`src/rtl/udp_tx_pkg.sv`:
```
// udp_tx_pkg: shared state encoding, UDP header constants and helpers
// for the multi-channel UDP transmit packetizer.
package udp_tx_pkg;

  typedef enum logic [2:0] {
    ST_IDLE    = 3'd0,
    ST_INGEST  = 3'd1,
    ST_HEADER  = 3'd2,
    ST_PAYLOAD = 3'd3,
    ST_DROP    = 3'd4
  } state_e;

  localparam int         UDP_HDR_BYTES = 8;
  localparam logic [7:0] UDP_TTL       = 8'd64;
  localparam logic [5:0] UDP_DSCP      = 6'd0;
  localparam logic [1:0] UDP_ECN       = 2'd0;

  function automatic logic [6:0] popcount(input logic [63:0] v);
    logic [6:0] n;
    n = '0;
    for (int i = 0; i < 64; i++) n = n + 7'(v[i]);
    return n;
  endfunction

endpackage

```
`src/rtl/udp_tx_packetizer_if.sv`:
```
// udp_tx_packetizer_if: UDP header handshake and byte payload stream
// toward the UDP/IP stack core.
interface udp_tx_packetizer_if;
  logic        tx_udp_hdr_valid;
  logic        tx_udp_hdr_ready;
  logic [5:0]  tx_udp_ip_dscp;
  logic [1:0]  tx_udp_ip_ecn;
  logic [7:0]  tx_udp_ip_ttl;
  logic [31:0] tx_udp_ip_source_ip;
  logic [31:0] tx_udp_ip_dest_ip;
  logic [15:0] tx_udp_source_port;
  logic [15:0] tx_udp_dest_port;
  logic [15:0] tx_udp_length;
  logic [15:0] tx_udp_checksum;
  logic [7:0]  tx_udp_payload_axis_tdata;
  logic        tx_udp_payload_axis_tvalid;
  logic        tx_udp_payload_axis_tlast;
  logic        tx_udp_payload_axis_tuser;
  logic        tx_udp_payload_axis_tready;

  modport master (
    output tx_udp_hdr_valid, tx_udp_ip_dscp, tx_udp_ip_ecn,
    output tx_udp_ip_ttl, tx_udp_ip_source_ip, tx_udp_ip_dest_ip,
    output tx_udp_source_port, tx_udp_dest_port, tx_udp_length,
    output tx_udp_checksum, tx_udp_payload_axis_tdata,
    output tx_udp_payload_axis_tvalid, tx_udp_payload_axis_tlast,
    output tx_udp_payload_axis_tuser,
    input  tx_udp_hdr_ready, tx_udp_payload_axis_tready
  );

  modport slave (
    input  tx_udp_hdr_valid, tx_udp_ip_dscp, tx_udp_ip_ecn,
    input  tx_udp_ip_ttl, tx_udp_ip_source_ip, tx_udp_ip_dest_ip,
    input  tx_udp_source_port, tx_udp_dest_port, tx_udp_length,
    input  tx_udp_checksum, tx_udp_payload_axis_tdata,
    input  tx_udp_payload_axis_tvalid, tx_udp_payload_axis_tlast,
    input  tx_udp_payload_axis_tuser,
    output tx_udp_hdr_ready, tx_udp_payload_axis_tready
  );
endinterface

```
`src/rtl/udp_tx_pkt_ram.sv`:
```
// udp_tx_pkt_ram: simple dual-port packet store, registered read,
// contents not reset.
module udp_tx_pkt_ram #(
  parameter int DATA_W = 64,
  parameter int DEPTH  = 16,
  parameter int AW     = 4
) (
  input  logic              clk,
  input  logic              we,
  input  logic [AW-1:0]     waddr,
  input  logic [DATA_W-1:0] wdata,
  input  logic              re,
  input  logic [AW-1:0]     raddr,
  output logic [DATA_W-1:0] rdata
);
  logic [DATA_W-1:0] mem_q [DEPTH];
  logic [DATA_W-1:0] rdata_q;

  always_ff @(posedge clk) begin
    if (we) mem_q[waddr] <= wdata;
    if (re) rdata_q <= mem_q[raddr];
  end

  assign rdata = rdata_q;
endmodule

```
`src/rtl/udp_tx_packetizer.sv`:
```
// udp_tx_packetizer: round-robin multi-channel store-and-forward
// UDP transmit packetizer with oversize-packet dropping.
module udp_tx_packetizer
  import udp_tx_pkg::*;
#(
  parameter int DATA_W = 64,
  parameter int CH_N   = 2,
  parameter int DEPTH  = 16
) (
  input  logic                       clk,
  input  logic                       rst_n,
  input  logic [CH_N*DATA_W-1:0]     s_data,
  input  logic [CH_N*(DATA_W/8)-1:0] s_keep,
  input  logic [CH_N-1:0]            s_valid,
  input  logic [CH_N-1:0]            s_last,
  output logic [CH_N-1:0]            s_ready,
  udp_tx_packetizer_if.master        tx,
  input  logic [31:0]                local_ip,
  input  logic [31:0]                dest_ip,
  input  logic [15:0]                local_port,
  input  logic [15:0]                dest_port_base,
  output logic                       drop_pulse,
  output logic [15:0]                drop_count,
  output logic                       busy
);
  localparam int KEEP_W = DATA_W / 8;
  localparam int CH_W   = (CH_N > 1) ? $clog2(CH_N) : 1;
  localparam int AW     = (DEPTH > 1) ? $clog2(DEPTH) : 1;
  localparam int BW     = (KEEP_W > 1) ? $clog2(KEEP_W) : 1;

  state_e            state_q, state_d;
  logic [CH_W-1:0]   grant_q, grant_d, rr_q, rr_d;
  logic [AW:0]       wr_ptr_q, wr_ptr_d;
  logic [AW-1:0]     rd_ptr_q, rd_ptr_d;
  logic [BW-1:0]     bsel_q, bsel_d;
  logic [15:0]       byte_cnt_q, byte_cnt_d;
  logic [15:0]       out_cnt_q, out_cnt_d;
  logic [15:0]       len_q, len_d, dport_q, dport_d;
  logic [15:0]       sport_q, sport_d;
  logic [31:0]       sip_q, sip_d, dip_q, dip_d;
  logic              drop_pulse_q, drop_pulse_d;
  logic [15:0]       drop_cnt_q, drop_cnt_d;

  logic [DATA_W-1:0] in_data, rd_data, sh;
  logic [KEEP_W-1:0] in_keep;
  logic              in_valid, in_last;
  logic [CH_W-1:0]   pick;
  logic              pick_ok, drop_done, last_byte;
  logic              we, re;
  logic [AW-1:0]     raddr;
  logic [15:0]       add, cnt_nx;

  always_comb begin
    in_data  = s_data[int'(grant_q)*DATA_W +: DATA_W];
    in_keep  = s_keep[int'(grant_q)*KEEP_W +: KEEP_W];
    in_valid = s_valid[grant_q];
    in_last  = s_last[grant_q];
  end

  // search starts at the channel after the previous grant
  always_comb begin
    pick    = '0;
    pick_ok = 1'b0;
    for (int i = 0; i < CH_N; i++) begin
      if (!pick_ok && s_valid[(int'(rr_q) + i) % CH_N]) begin
        pick    = CH_W'((int'(rr_q) + i) % CH_N);
        pick_ok = 1'b1;
      end
    end
  end

  assign last_byte = (out_cnt_q == byte_cnt_q - 16'd1);

  always_comb begin
    state_d      = state_q;
    grant_d      = grant_q;
    rr_d         = rr_q;
    wr_ptr_d     = wr_ptr_q;
    rd_ptr_d     = rd_ptr_q;
    bsel_d       = bsel_q;
    byte_cnt_d   = byte_cnt_q;
    out_cnt_d    = out_cnt_q;
    len_d        = len_q;
    dport_d      = dport_q;
    sport_d      = sport_q;
    sip_d        = sip_q;
    dip_d        = dip_q;
    drop_pulse_d = 1'b0;
    drop_cnt_d   = drop_cnt_q;
    drop_done    = 1'b0;
    we           = 1'b0;
    re           = 1'b0;
    raddr        = rd_ptr_q + 1'b1;
    add          = in_last ? 16'(popcount(64'(in_keep)))
                           : 16'(KEEP_W);
    cnt_nx       = byte_cnt_q + add;
    unique case (state_q)
      ST_IDLE: if (pick_ok) begin
        grant_d    = pick;
        rr_d       = (pick == CH_W'(CH_N - 1)) ? '0 : pick + 1'b1;
        wr_ptr_d   = '0;
        byte_cnt_d = '0;
        state_d    = ST_INGEST;
      end
      ST_INGEST: if (in_valid) begin
        if (wr_ptr_q == (AW+1)'(DEPTH)) begin
          if (in_last) drop_done = 1'b1;
          else         state_d   = ST_DROP;
        end else begin
          we         = 1'b1;
          wr_ptr_d   = wr_ptr_q + 1'b1;
          byte_cnt_d = cnt_nx;
          if (in_last && cnt_nx == 16'd0) begin
            drop_done = 1'b1;
          end else if (in_last) begin
            len_d   = cnt_nx + 16'(UDP_HDR_BYTES);
            dport_d = dest_port_base + 16'(grant_q);
            sport_d = local_port;
            sip_d   = local_ip;
            dip_d   = dest_ip;
            state_d = ST_HEADER;
          end
        end
      end
      // word 0 is fetched here so payload starts without a bubble
      ST_HEADER: begin
        re    = 1'b1;
        raddr = '0;
        if (tx.tx_udp_hdr_ready) begin
          rd_ptr_d  = '0;
          bsel_d    = '0;
          out_cnt_d = '0;
          state_d   = ST_PAYLOAD;
        end
      end
      ST_PAYLOAD: if (tx.tx_udp_payload_axis_tready) begin
        if (last_byte) begin
          state_d = ST_IDLE;
        end else begin
          out_cnt_d = out_cnt_q + 16'd1;
          if (bsel_q == BW'(KEEP_W - 1)) begin
            bsel_d   = '0;
            rd_ptr_d = rd_ptr_q + 1'b1;
            re       = 1'b1;
          end else begin
            bsel_d = bsel_q + 1'b1;
          end
        end
      end
      ST_DROP: if (in_valid && in_last) drop_done = 1'b1;
      default: state_d = ST_IDLE;
    endcase
    if (drop_done) begin
      state_d      = ST_IDLE;
      drop_pulse_d = 1'b1;
      if (drop_cnt_q != 16'hFFFF) drop_cnt_d = drop_cnt_q + 16'd1;
    end
  end

  always_ff @(posedge clk or negedge rst_n) begin
    if (!rst_n) begin
      state_q      <= ST_IDLE;
      grant_q      <= '0;
      rr_q         <= '0;
      wr_ptr_q     <= '0;
      rd_ptr_q     <= '0;
      bsel_q       <= '0;
      byte_cnt_q   <= '0;
      out_cnt_q    <= '0;
      len_q        <= '0;
      dport_q      <= '0;
      sport_q      <= '0;
      sip_q        <= '0;
      dip_q        <= '0;
      drop_pulse_q <= 1'b0;
      drop_cnt_q   <= '0;
    end else begin
      state_q      <= state_d;
      grant_q      <= grant_d;
      rr_q         <= rr_d;
      wr_ptr_q     <= wr_ptr_d;
      rd_ptr_q     <= rd_ptr_d;
      bsel_q       <= bsel_d;
      byte_cnt_q   <= byte_cnt_d;
      out_cnt_q    <= out_cnt_d;
      len_q        <= len_d;
      dport_q      <= dport_d;
      sport_q      <= sport_d;
      sip_q        <= sip_d;
      dip_q        <= dip_d;
      drop_pulse_q <= drop_pulse_d;
      drop_cnt_q   <= drop_cnt_d;
    end
  end

  udp_tx_pkt_ram #(
    .DATA_W (DATA_W),
    .DEPTH  (DEPTH),
    .AW     (AW)
  ) u_ram (
    .clk   (clk),
    .we    (we),
    .waddr (wr_ptr_q[AW-1:0]),
    .wdata (in_data),
    .re    (re),
    .raddr (raddr),
    .rdata (rd_data)
  );

  assign sh = rd_data << (8 * int'(bsel_q));

  assign s_ready = (state_q == ST_INGEST || state_q == ST_DROP)
                 ? (CH_N'(1) << grant_q) : '0;

  assign tx.tx_udp_hdr_valid    = (state_q == ST_HEADER);
  assign tx.tx_udp_ip_dscp      = UDP_DSCP;
  assign tx.tx_udp_ip_ecn       = UDP_ECN;
  assign tx.tx_udp_ip_ttl       = tx.tx_udp_hdr_valid ? UDP_TTL : 8'd0;
  assign tx.tx_udp_ip_source_ip = sip_q;
  assign tx.tx_udp_ip_dest_ip   = dip_q;
  assign tx.tx_udp_source_port  = sport_q;
  assign tx.tx_udp_dest_port    = dport_q;
  assign tx.tx_udp_length       = len_q;
  assign tx.tx_udp_checksum     = '0;

  assign tx.tx_udp_payload_axis_tvalid = (state_q == ST_PAYLOAD);
  assign tx.tx_udp_payload_axis_tdata  =
    tx.tx_udp_payload_axis_tvalid ? sh[DATA_W-1 -: 8] : 8'd0;
  assign tx.tx_udp_payload_axis_tlast  =
    tx.tx_udp_payload_axis_tvalid && last_byte;
  assign tx.tx_udp_payload_axis_tuser  = 1'b0;

  assign drop_pulse = drop_pulse_q;
  assign drop_count = drop_cnt_q;
  assign busy       = (state_q != ST_IDLE);
endmodule
```
`src/flat_wrapper.sv`:
```
// flat-port wrapper written by rule: the top's interface ports become plain ports
module udp_tx_packetizer_flat import udp_tx_pkg::*;
#(
  parameter int DATA_W = 64,
  parameter int CH_N   = 2,
  parameter int DEPTH  = 16
)
  (clk, rst_n, s_data, s_keep, s_valid, s_last, s_ready, local_ip, dest_ip, local_port, dest_port_base, drop_pulse, drop_count, busy, tx_tx_udp_hdr_valid, tx_tx_udp_ip_dscp, tx_tx_udp_ip_ecn, tx_tx_udp_ip_ttl, tx_tx_udp_ip_source_ip, tx_tx_udp_ip_dest_ip, tx_tx_udp_source_port, tx_tx_udp_dest_port, tx_tx_udp_length, tx_tx_udp_checksum, tx_tx_udp_payload_axis_tdata, tx_tx_udp_payload_axis_tvalid, tx_tx_udp_payload_axis_tlast, tx_tx_udp_payload_axis_tuser, tx_tx_udp_hdr_ready, tx_tx_udp_payload_axis_tready);
  udp_tx_packetizer_if tx_i ();
  input  logic clk;
  input  logic rst_n;
  input  logic [CH_N*DATA_W-1:0] s_data;
  input  logic [CH_N*(DATA_W/8)-1:0] s_keep;
  input  logic [CH_N-1:0] s_valid;
  input  logic [CH_N-1:0] s_last;
  output logic [CH_N-1:0] s_ready;
  input  logic [31:0] local_ip;
  input  logic [31:0] dest_ip;
  input  logic [15:0] local_port;
  input  logic [15:0] dest_port_base;
  output logic drop_pulse;
  output logic [15:0] drop_count;
  output logic busy;
  output wire logic [$bits(tx_i.tx_udp_hdr_valid)-1:0] tx_tx_udp_hdr_valid;
  output wire logic [$bits(tx_i.tx_udp_ip_dscp)-1:0] tx_tx_udp_ip_dscp;
  output wire logic [$bits(tx_i.tx_udp_ip_ecn)-1:0] tx_tx_udp_ip_ecn;
  output wire logic [$bits(tx_i.tx_udp_ip_ttl)-1:0] tx_tx_udp_ip_ttl;
  output wire logic [$bits(tx_i.tx_udp_ip_source_ip)-1:0] tx_tx_udp_ip_source_ip;
  output wire logic [$bits(tx_i.tx_udp_ip_dest_ip)-1:0] tx_tx_udp_ip_dest_ip;
  output wire logic [$bits(tx_i.tx_udp_source_port)-1:0] tx_tx_udp_source_port;
  output wire logic [$bits(tx_i.tx_udp_dest_port)-1:0] tx_tx_udp_dest_port;
  output wire logic [$bits(tx_i.tx_udp_length)-1:0] tx_tx_udp_length;
  output wire logic [$bits(tx_i.tx_udp_checksum)-1:0] tx_tx_udp_checksum;
  output wire logic [$bits(tx_i.tx_udp_payload_axis_tdata)-1:0] tx_tx_udp_payload_axis_tdata;
  output wire logic [$bits(tx_i.tx_udp_payload_axis_tvalid)-1:0] tx_tx_udp_payload_axis_tvalid;
  output wire logic [$bits(tx_i.tx_udp_payload_axis_tlast)-1:0] tx_tx_udp_payload_axis_tlast;
  output wire logic [$bits(tx_i.tx_udp_payload_axis_tuser)-1:0] tx_tx_udp_payload_axis_tuser;
  input wire logic [$bits(tx_i.tx_udp_hdr_ready)-1:0] tx_tx_udp_hdr_ready;
  input wire logic [$bits(tx_i.tx_udp_payload_axis_tready)-1:0] tx_tx_udp_payload_axis_tready;
  assign tx_tx_udp_hdr_valid = tx_i.tx_udp_hdr_valid;
  assign tx_tx_udp_ip_dscp = tx_i.tx_udp_ip_dscp;
  assign tx_tx_udp_ip_ecn = tx_i.tx_udp_ip_ecn;
  assign tx_tx_udp_ip_ttl = tx_i.tx_udp_ip_ttl;
  assign tx_tx_udp_ip_source_ip = tx_i.tx_udp_ip_source_ip;
  assign tx_tx_udp_ip_dest_ip = tx_i.tx_udp_ip_dest_ip;
  assign tx_tx_udp_source_port = tx_i.tx_udp_source_port;
  assign tx_tx_udp_dest_port = tx_i.tx_udp_dest_port;
  assign tx_tx_udp_length = tx_i.tx_udp_length;
  assign tx_tx_udp_checksum = tx_i.tx_udp_checksum;
  assign tx_tx_udp_payload_axis_tdata = tx_i.tx_udp_payload_axis_tdata;
  assign tx_tx_udp_payload_axis_tvalid = tx_i.tx_udp_payload_axis_tvalid;
  assign tx_tx_udp_payload_axis_tlast = tx_i.tx_udp_payload_axis_tlast;
  assign tx_tx_udp_payload_axis_tuser = tx_i.tx_udp_payload_axis_tuser;
  assign tx_i.tx_udp_hdr_ready = tx_tx_udp_hdr_ready;
  assign tx_i.tx_udp_payload_axis_tready = tx_tx_udp_payload_axis_tready;
  udp_tx_packetizer #(.DATA_W(DATA_W), .CH_N(CH_N), .DEPTH(DEPTH)) u_core (.clk(clk), .rst_n(rst_n), .s_data(s_data), .s_keep(s_keep), .s_valid(s_valid), .s_last(s_last), .s_ready(s_ready), .tx(tx_i), .local_ip(local_ip), .dest_ip(dest_ip), .local_port(local_port), .dest_port_base(dest_port_base), .drop_pulse(drop_pulse), .drop_count(drop_count), .busy(busy));
endmodule
```
`config.mk`:
```
export PLATFORM = sky130hd
export DESIGN_NAME = udp_tx_packetizer_flat
export DESIGN_NICKNAME = d
export VERILOG_FILES = /design/src/rtl/udp_tx_pkg.sv /design/src/rtl/udp_tx_packetizer_if.sv /design/src/rtl/udp_tx_pkt_ram.sv /design/src/rtl/udp_tx_packetizer.sv /design/src/flat_wrapper.sv
export SDC_FILE = /design/constraint.sdc
export NUM_CORES = 2
export LEC_CHECK = 0
export CAP_MARGIN = 10
export CORE_ASPECT_RATIO = 0.5
export CORE_UTILIZATION = 63
export DETAILED_ROUTE_END_ITERATION = 8
export HOLD_SLACK_MARGIN = 0.02
export PLACE_DENSITY_LB_ADDON = 0.1
export SKIP_LAST_GASP = 1
export SYNTH_ARGS = -nofsm -noshare
export SYNTH_HDL_FRONTEND = slang
export SYNTH_SLANG_ARGS = --single-unit
```
`constraint.sdc`:
```
create_clock -name clk -period 16.8 [get_ports clk]
set_input_delay 1.68 -clock clk [delete_from_list [all_inputs] [get_ports clk]]
set_output_delay 1.68 -clock clk [all_outputs]
set_load 0.03 [all_outputs]
```
==> run summary <==
Final Slew Violations: 0
CTS tree: built
average cell area after synthesis: 13.2 um2
post-synthesis register bit count: 1266
DP Area: 57500 um2
Slew Limit Headroom: 18.4%
critical path's most frequent cell: fa_1
initial standard-cell utilization of the core: 64.2%
GP Congestion: 0.883
largest net degree at the start of global routing: 170
number of synthesized flops with an enable pin: 1088
setup violators final: 0
final critical-path required period: 8.26 ns
total of warnings raised by yosys: 0
CP endpoint kind: flip-flop
fraction of final layout cells sized beyond drive strength 1: 7.36%
commonest cells after routing, fill and taps aside: edfxtp_1 (1088), nand2_1 (856), clkdlybuf4s50_1 (390)
Clock transition at path regs: 0.06 ns
VDD IR max: 0.000176 V
accumulated negative setup slack: 0 ns
post-DR wirelength/cell: 24.1 um
Std-Cell Rows: 74
die extent in x: 411 um
post-CTS resize count: 0
slowest cell delay on critical path: 0.83 ns
die span in y: 207 um
area growth from synthesis to layout: 15.2%
Detail Route Antenna Nets: 0
TritonCTS sink count: 1266
core region area: 82200 um2
Final Hold Violating Endpoints: 0
number of inserted filler cells in the final layout: 5145
top-level I/O count: 424
critical path data arrival time: 8.77 ns
placed wire-length estimate: 70500 um
number of levels the H-tree was split into: 3
number of different library cells in the post-synthesis netlist: 68
non-filler instance count after layout: 5448
ordered list of cells on the worst path: clkdlybuf4s50_1 -> mux2_2 -> ha_1 -> fa_1 -> inv_1 -> fa_1 -> fa_1 -> fa_1 -> or2_2 -> fa_1 -> nand2b_1 -> a21oi_1 -> nand3_1 -> xor2_1 -> o2111ai_1 -> nor3_1 -> or3_4 -> buf_4 -> o21ai_0
capture point of the worst reg-to-reg path: u_core.tx.tx_udp_dest_port[15]
via count of the first global-routing pass: 33193
hold path depth: 2
Synth area leaders: edfxtp_1 (62%), dfrtp_1 (8.4%), nand2_1 (6.1%)
number of violations reported at the end of detailed-routing iteration 0: 4157
die area: 85000 um2
Max FO, Critical Path: 107
Total Routed Length: 132000 um
Clk Latency, worst-skew pair: 0.71 ns
max_cap viols: 0
initial antenna violation count: 2
actual transition at the worst max-transition pin: 1.22 ns
total number of nets in the final design: 4538
post-synthesis instance area: 52800 um2
count of buffer and inverter cells on the critical path: 3
buffers added on ports: 391
top-area cell type share of the netlist area: 61.9%
share of the cycle needed by the critical path after routing: 49.1%
global router's overall resource usage: 30.6%
minimum setup slack among reg-to-reg paths: 9.26 ns
number of placed instances, taps included: 5261
final global-route overflow total: 0
worst min-delay path endpoint: u_core.tx.tx_udp_source_port[9]
TritonCTS Buffers: 104
FF-to-FF path depth: 18
worst hold path type: reg -> reg
CP max stage cell: buf_4
reg2reg start: u_core.grant_q
Post-CTS Hold Buffers: 0
first-pass GRT wire length: 195000 um
part of the Yosys area used for sequential elements: 70.4%
PnR Total Power: 10.3 mW
result of the run: finished clean
critical hold path startpoint: u_core.tx.tx_udp_source_port[9]
final design area excluding fillers: 60800 um2
leakage power: 20.8 nW
Post-Route Skew: 0.0292 ns
detailed-router iteration count before antenna repair: 5
remaining routing DRC violations: 0
via/cell ratio: 6.31
most common cell after layout, fill and taps aside: edfxtp_1
Setup Buffers After CTS: 0
Max clock buf depth: 3
Post-Synthesis Cells: 3995
Critical Path Source Type: input pin
Critical Path RT: 17.32 ns
Crit Path Category: in -> reg
proportion of synthesized flip-flops having asynchronous set or reset: 14.1%
number of vias in the routed layout: 34376
areal power density over the cells: 170 nW/um2
RSZ-0062 raised after global routing: no
cell class contributing the biggest share of worst-path delay: adder cells
top cell type by total area after synthesis: edfxtp_1
peak clock frequency supported by timing: 121 MHz
clock root buffer master: clkbuf_16
ys flop type: edfxtp_1
[registers in the layout, indices dropped and copies added, names as in the netlist]
signal                         count
u_core.tx.tx_udp_ip_dest_ip       32
u_core.byte_cnt_q                 16
u_core.rd_ptr_q                    4
u_core.tx.tx_udp_source_port      16
u_core.bsel_q                      3
u_core.out_cnt_q                  16
u_core.tx.tx_udp_dest_port        16
u_core.u_ram.rdata                64
u_core.state_q                     3
u_core.tx.tx_udp_ip_source_ip     32
u_core.u_ram.mem_q              1024
u_core.grant_q                     1
u_core.rr_q                        1
u_core.drop_pulse                  1
u_core.tx.tx_udp_length           16
u_core.drop_count                 16
u_core.wr_ptr_q                    5
[synth_stat cells, drive strengths merged (38+ instances only)]
cell	instances
xnor2	38
buf	63
a311oi	128
a31oi	133
nor2b	261
clkbuf	251
nand2	860
dfrtp	178
a211oi	322
nor2	71
xor2	42
a21oi	155
o21ai	65
edfxtp	1088
mux2	70
[logic make-up after synthesis]
| logic type | synth area share (%) |
|---|---|
| AO/OA/AOI/OAI | 11.0 |
| XOR/XNOR | 1.33 |
| adder cells (fa/ha/maj) | 0.664 |
| buffers and inverters | 2.71 |
| flip-flops | 70.4 |
| multiplexers | 2.50 |
| other | 0.00711 |
| AND/OR/NAND/NOR | 11.5 |
[worst register-to-register path, cell delays in order, from the launching register on]
cell and delay, ns:
dfrtp_4 0.58, mux2_2 0.38, ha_1 0.31, fa_1 0.49, inv_1 0.06, fa_1 0.45, fa_1 0.42, fa_1 0.47
or2_2 0.32, fa_1 0.40, nand2b_1 0.18, a21oi_1 0.36, nand3_1 0.16, xor2_1 0.37, o2111ai_1 0.24, nor3_1 0.59
or3_4 0.45, buf_4 0.84, o21ai_0 0.30
[layout make-up]
type                    instances  area (um2)  share of cell area (%)
clock buffers                 132        2790                    4.59
diodes                          1        2.50                 0.00412
well taps                    1102        1380                    2.27
inverters                      25        93.8                   0.154
clock inverters                54         542                   0.891
repair buffers                447        4370                    7.19
multi-input cells            2421       14500                    23.8
flip-flops and latches       1266       37100                    61.1
[layer usage]
layer / vias to the layer above / part of all wire, % / GRT usage (%)
li1: 15392 / - / -
met1: 17036 / 40 / 42.3
met2: 1713 / 49 / 50.5
met3: 233 / 8.8 / 4.96
met4: 2 / 2.5 / 9.43
met5: - / 0.0084 / 0
[worst max-delay path by stage]
stage	end	startpoint	cells after the start	slack (ns)
6_report	u_core.tx.tx_udp_dest_port[15]	s_keep[9]	19	8.54
4_1_cts	u_core.tx.tx_udp_dest_port[15]	s_keep[9]	19	8.67
2_1_floorplan	u_core.u_ram.mem_q[3][0]	s_valid[1]	4	9.02
3_3_place_gp	u_core.tx.tx_udp_dest_port[15]	s_keep[9]	19	8.19
5_1_grt	u_core.tx.tx_udp_dest_port[15]	s_keep[9]	19	8.05
3_5_place_dp	u_core.tx.tx_udp_dest_port[15]	s_keep[9]	19	7.99
[power by group]
| group | internal, mW | switching (mW) |
|---|---|---|
| Combinational | 1.22 | 2.54 |
| Clock | 1.31 | 1.10 |
| Sequential | 3.98 | 0.178 |
| Total | 6.51 | 3.82 |
[stage by stage]
step	utilization [%]	worst slack, ns	hold WS [ns]
floorplan	-	9.02	0.459
global placement	69.9	8.19	0.458
detailed placement	69.9	7.99	0.461
CTS	74.0	8.67	0.477
global route	74.0	8.05	0.496
finish	74.0	8.54	0.474
Power figures use the tool's default switching activity.
